<file path="config.mk">
export PLATFORM = sky130hd
export DESIGN_NAME = uart_tx_ctrl
export DESIGN_NICKNAME = d
export VERILOG_FILES = /design/src/rtl/uart_tx_ctrl.sv
export SDC_FILE = /design/constraint.sdc
export NUM_CORES = 1
export LEC_CHECK = 0
export ABC_AREA = 1
export BUFFER_PORTS_ARGS = -buffer_cell sky130_fd_sc_hd__buf_2
export CAP_MARGIN = 20
export CORE_UTILIZATION = 51
export CTS_CLUSTER_DIAMETER = 60
export DETAILED_ROUTE_END_ITERATION = 8
export PLACE_DENSITY = 0.8
export RECOVER_POWER = 25
export REMOVE_ABC_BUFFERS = 1
export SLEW_MARGIN = 20
export SYNTH_ARGS = -nofsm -noshare
export SYNTH_HDL_FRONTEND = slang
export SYNTH_SLANG_ARGS = --single-unit
export TNS_END_PERCENT = 30
</file>
<file path="constraint.sdc">
create_clock -name clk_i -period 1.64 [get_ports clk_i]
set_input_delay 0.082 -clock clk_i [delete_from_list [all_inputs] [get_ports clk_i]]
set_output_delay 0.082 -clock clk_i [all_outputs]
set_load 0.02 [all_outputs]
</file>
<file path="src/rtl/uart_tx_ctrl.sv">
// uart_tx_ctrl: two-requester round-robin front end for a UART transmitter.
// Generates the baud tick, accepts one byte at a time, holds tx_en_o until
// the transmitter picks the byte up on a tick, then waits for t_done_i.
// Optional feature macro: UART_TX_TIMEOUT_EN adds a WAIT_DONE watchdog that
// sets the sticky timeout_err_o after TO_TICKS baud ticks without t_done_i.
//
// state     | meaning
// IDLE      | arbitrate requesters, accept at most one byte
// LOAD      | tx_en_o high with the latched byte, waiting for a baud tick
// WAIT_DONE | frame in flight, waiting for t_done_i (or watchdog expiry)
module uart_tx_ctrl #(
   parameter int DIV_W    = 16,
   parameter int TO_TICKS = 12
) (
   input  logic             clk_i,
   input  logic             rst_i,
   input  logic [DIV_W-1:0] baud_div_i,
   input  logic             req0_valid_i,
   input  logic [7:0]       req0_data_i,
   output logic             req0_ready_o,
   input  logic             req1_valid_i,
   input  logic [7:0]       req1_data_i,
   output logic             req1_ready_o,
   output logic             tx_tick_o,
   output logic             tx_en_o,
   output logic [7:0]       tx_data_o,
   input  logic             t_done_i,
   output logic             busy_o,
   output logic             grant_o,
   output logic             timeout_err_o
);

   typedef enum logic [1:0] {
      IDLE      = 2'd0,
      LOAD      = 2'd1,
      WAIT_DONE = 2'd2
   } state_t;

   state_t           state;
   state_t           state_nxt;
   logic [DIV_W-1:0] tick_cnt;
   logic             accept;
   logic             sel;
   logic             timeout_hit;

   // Free-running baud tick: counts 0..baud_div_i, registered pulse at the top.
   always_ff @(posedge clk_i) begin
      if (!rst_i) begin
         tick_cnt  <= '0;
         tx_tick_o <= 1'b0;
      end else if (tick_cnt >= baud_div_i) begin
         tick_cnt  <= '0;
         tx_tick_o <= 1'b1;
      end else begin
         tick_cnt  <= tick_cnt + DIV_W'(1);
         tx_tick_o <= 1'b0;
      end
   end

`ifdef UART_TX_TIMEOUT_EN
   localparam int TO_W = $clog2(TO_TICKS + 1);

   logic [TO_W-1:0] to_cnt;

   // Watchdog down-counter: armed while in LOAD, decremented per tick in WAIT_DONE.
   always_ff @(posedge clk_i) begin
      if (!rst_i) begin
         to_cnt        <= '0;
         timeout_err_o <= 1'b0;
      end else begin
         if (state == LOAD) begin
            to_cnt <= TO_W'(TO_TICKS);
         end else if ((state == WAIT_DONE) && tx_tick_o && (to_cnt != '0)) begin
            to_cnt <= to_cnt - TO_W'(1);
         end
         if (timeout_hit) begin
            timeout_err_o <= 1'b1;
         end
      end
   end

   // A real completion on the same cycle as expiry wins over the timeout.
   assign timeout_hit = (state == WAIT_DONE) && !t_done_i && tx_tick_o &&
                        (to_cnt == TO_W'(1));
`else
   logic unused_to_ticks;

   assign unused_to_ticks = (TO_TICKS != 0);
   assign timeout_hit     = 1'b0;
   assign timeout_err_o   = 1'b0;
`endif

   // State register plus byte/grant capture on acceptance.
   always_ff @(posedge clk_i) begin
      if (!rst_i) begin
         state     <= IDLE;
         tx_data_o <= 8'h00;
         grant_o   <= 1'b1;
      end else begin
         state <= state_nxt;
         if (accept) begin
            tx_data_o <= sel ? req1_data_i : req0_data_i;
            grant_o   <= sel;
         end
      end
   end

   // Next-state and arbitration; acceptance is suppressed during reset.
   always_comb begin
      state_nxt = state;
      accept    = 1'b0;
      sel       = 1'b0;
      case (state)
         IDLE: begin
            if (rst_i && (req0_valid_i || req1_valid_i)) begin
               accept    = 1'b1;
               state_nxt = LOAD;
               if (req0_valid_i && req1_valid_i) begin
                  sel = ~grant_o;
               end else begin
                  sel = req1_valid_i;
               end
            end
         end
         LOAD: begin
            if (tx_tick_o) begin
               state_nxt = WAIT_DONE;
            end
         end
         WAIT_DONE: begin
            if (t_done_i || timeout_hit) begin
               state_nxt = IDLE;
            end
         end
         default: state_nxt = IDLE;
      endcase
   end

   assign req0_ready_o = accept & ~sel;
   assign req1_ready_o = accept & sel;
   assign tx_en_o      = (state == LOAD);
   assign busy_o       = (state != IDLE);

endmodule

</file>
==> flow_summary.ini <==
[outcome]
outcome = finished, final reports clean

[logic_synthesis]
syn_area_um2 = 1750
yosys_warnings = 0
ys_ff_latch = 28
ys_seq_area_frac = 0.320
syn_inst = 256
avgSynthCellArea_um2 = 6.85
ys_types = 28

[drt]
dr.pass1.iters = 7
drt_first_iter_violations = 63
drt-wirelength-per-cell_um = 10.4
drc = 0
route.top_layer_used = met4
drtAntennaViolNets = 0
routed_wl_um = 3810
wl_met3_um = 134
vias = 1713
routed_via_density = 4.68
met1_length_um = 1660
wl_met2_um = 1900

[pwr]
internal-power_mw = 1.09
sequentialPowerShare = 0.491
p_sw_frac = 0.275
combPwrFrac = 0.204
irDropWorstVdd_mv = 0.358
cellPowerDensity_nw_per_um2 = 674
p_clk_frac = 0.305
switchingPower_uw = 413
leakage_nw = 1.17

[worst_setup_path]
critPathMaxStageDelay_ns = 0.36
cp_slowest_cell = dfxtp_2
cp-end-kind = flop
arrival_ns = 1.82
path_cells = ha_1 > a21oi_1 > nand2_1 > nor2_1 > nand2_1 > nand2_2 > nand3_2 > buf_12 > nor2_1
crit_required_ns = 1.93
crit_fanout = 16
path_class = flop to flop
cp-start-kind = flop

[clocking]
cts.htree.levels = 1
cts_root_buf = clkbuf_4
cts_num_sinks = 28
numCtsBuffers = 3
cts_buffer_depth = 2
cts_tree = done
clkLatencyLatePin_ns = 0.33
clkTransAtPathRegs_ns = 0.16

[grt]
grt_pass1_wl_um = 6000
grt_pass1_vias = 1520
track_usage = 0.216
antenna_found_initial = 0
grt-ovfl-total = 0
grt_max_degree = 17

[timing]
slew_viol_final = 0
finalHoldViolations = 0
setup_viol = 0
fin_ws_ns = 0.108
fmax_mhz = 653
rsz0062_at_grt = false
finClkSkew_ns = 0.00503
fin_tns_setup_ns = 0
min_period_ns = 1.53
period_share = 0.934
timing.hold.ws_ns = 0.0249

[placement]
dpl.hpwl_um = 2740
gp_congestion = 0.753
port-buffer-count = 50
placed_cells = 356
dp_slack_ns = 0.0981

[floorplan]
core_um2 = 3150
die_area_um2 = 3680
io_pins = 52
rows = 20
start_util = 0.556
chipHeight_um = 60.6
die_width_um = 60.6

[final_layout]
nFillCells = 270
instances_no_fill = 366
syn2layout_area_growth_pct = 27.2
n_antenna_cell = 0
finalNetCount = 377
drive_gt1_frac = 0.227

[run]
maxCapViolations = 0

[worst_hold_path]
min_path_type = input pin to flop
==> Yosys cell counts (all sizes together) <==
master   n  share of area
nand3   10          0.034
xnor2    3          0.015
inv     51           0.11
buf      3          0.014
clkbuf   1         0.0021
a21oi    9          0.028
conb     1         0.0021
nor2    41          0.095
dfxtp   28           0.32
xor2     7          0.035
nand4    4          0.014
nor3     7          0.029
ha      17           0.12
nand2   55           0.12
nand3b   2         0.0086
o21ai   17          0.049
==> layout make-up <==
class	instances	area (µm²)	area share
Clock buffer	3	22.5	0.0101
Clock inverter	1	30.0	0.0135
Inverter	51	191	0.0858
Multi-Input combinational cell	173	982	0.440
Sequential cell	28	566	0.254
Tap cell	44	55.1	0.0247
Timing Repair Buffer	66	384	0.172
==> layer usage <==
metal | global-route usage | vias up
li1 | - | 915
met1 | 0.248 | 744
met2 | 0.392 | 41
met3 | 0.0277 | 13
met4 | 0.107 | 0
met5 | 0 | -
==> layout by cell type, fill, tap and decap left out, drive strengths merged <==
master       instances
a21oi                9
buf                 52
bufinv               1
clkbuf              12
conb                 1
dfxtp               28
dlygate4sd3          5
ha                  17
inv                 51
nand2               55
nand3               10
nand3b               2
nand4                4
nor2                41
nor3                 7
o21ai               17
xnor2                3
xor2                 7
==> state kept, by name, indices dropped and copies added (netlist names) <==
| signal | cells |
|---|---|
| tx_data_o | 8 |
| tick_cnt | 16 |
| tx_tick_o | 1 |
| grant_o | 1 |
| state | 2 |
==> worst paths after layout <==
kind	startpoint	slack, ns	cells past startpoint	end
worst max-delay path	tick_cnt[7]$_SDFF_PP0_	0.11	9	tick_cnt[13]$_SDFF_PP0_
worst min-delay path	t_done_i	0.02	3	state[1]$_SDFFE_PN0P_
worst max register to register	tick_cnt[7]$_SDFF_PP0_	0.11	9	tick_cnt[13]$_SDFF_PP0_
worst min register to register	tick_cnt[0]$_SDFF_PP0_	0.46	1	tick_cnt[0]$_SDFF_PP0_
==> timing repair <==
item                       CTS  global route
buffers inserted             0             1
setup endpoints to repair    2            18
pin swaps                    0             1
gates resized for setup      1             5
hold buffers                 5             0
hold endpoints to repair     3             0
==> critical path: cells and delay by family (launching register included) <==
| family | cells | cell delay (ns) |
|---|---|---|
| AND/OR/NAND/NOR | 6 | 0.52 |
| flip-flops | 1 | 0.36 |
| adder cells (fa/ha/maj) | 1 | 0.29 |
| buffers and inverters | 1 | 0.16 |
| AO/OA/AOI/OAI | 1 | 0.15 |
==> power groups by stage <==
stage,logic [mW],clock network (mW),registers (mW)
final,0.307,0.459,0.737
after global routing,0.352,0.487,0.742
after CTS,0.309,0.463,0.736
after detailed placement,0.295,0,0.751
after global placement,0.292,0,0.749
after floorplan,0.144,0,0.781
==> kinds of logic after synthesis <==
group	count (synthesis)	synth area share
and+or+nand+nor	119	0.306
buffers and inverters	55	0.125
DFF	28	0.320
AOI/OAI and AO/OA	26	0.0763
adders and majority gates	17	0.121
xor gates and xnor gates	10	0.0499
other	1	0.00214
==> stage by stage <==
step	total power, mW	util	cell area [µm²]
2_1_floorplan	0.925	-	1730
3_3_place_gp	1.04	0.672	2120
4_1_cts	1.51	0.706	2230
6_report	1.50	0.708	2230
5_1_grt	1.58	0.708	2230
3_5_place_dp	1.05	0.672	2120
Power figures use the tool's default switching activity.
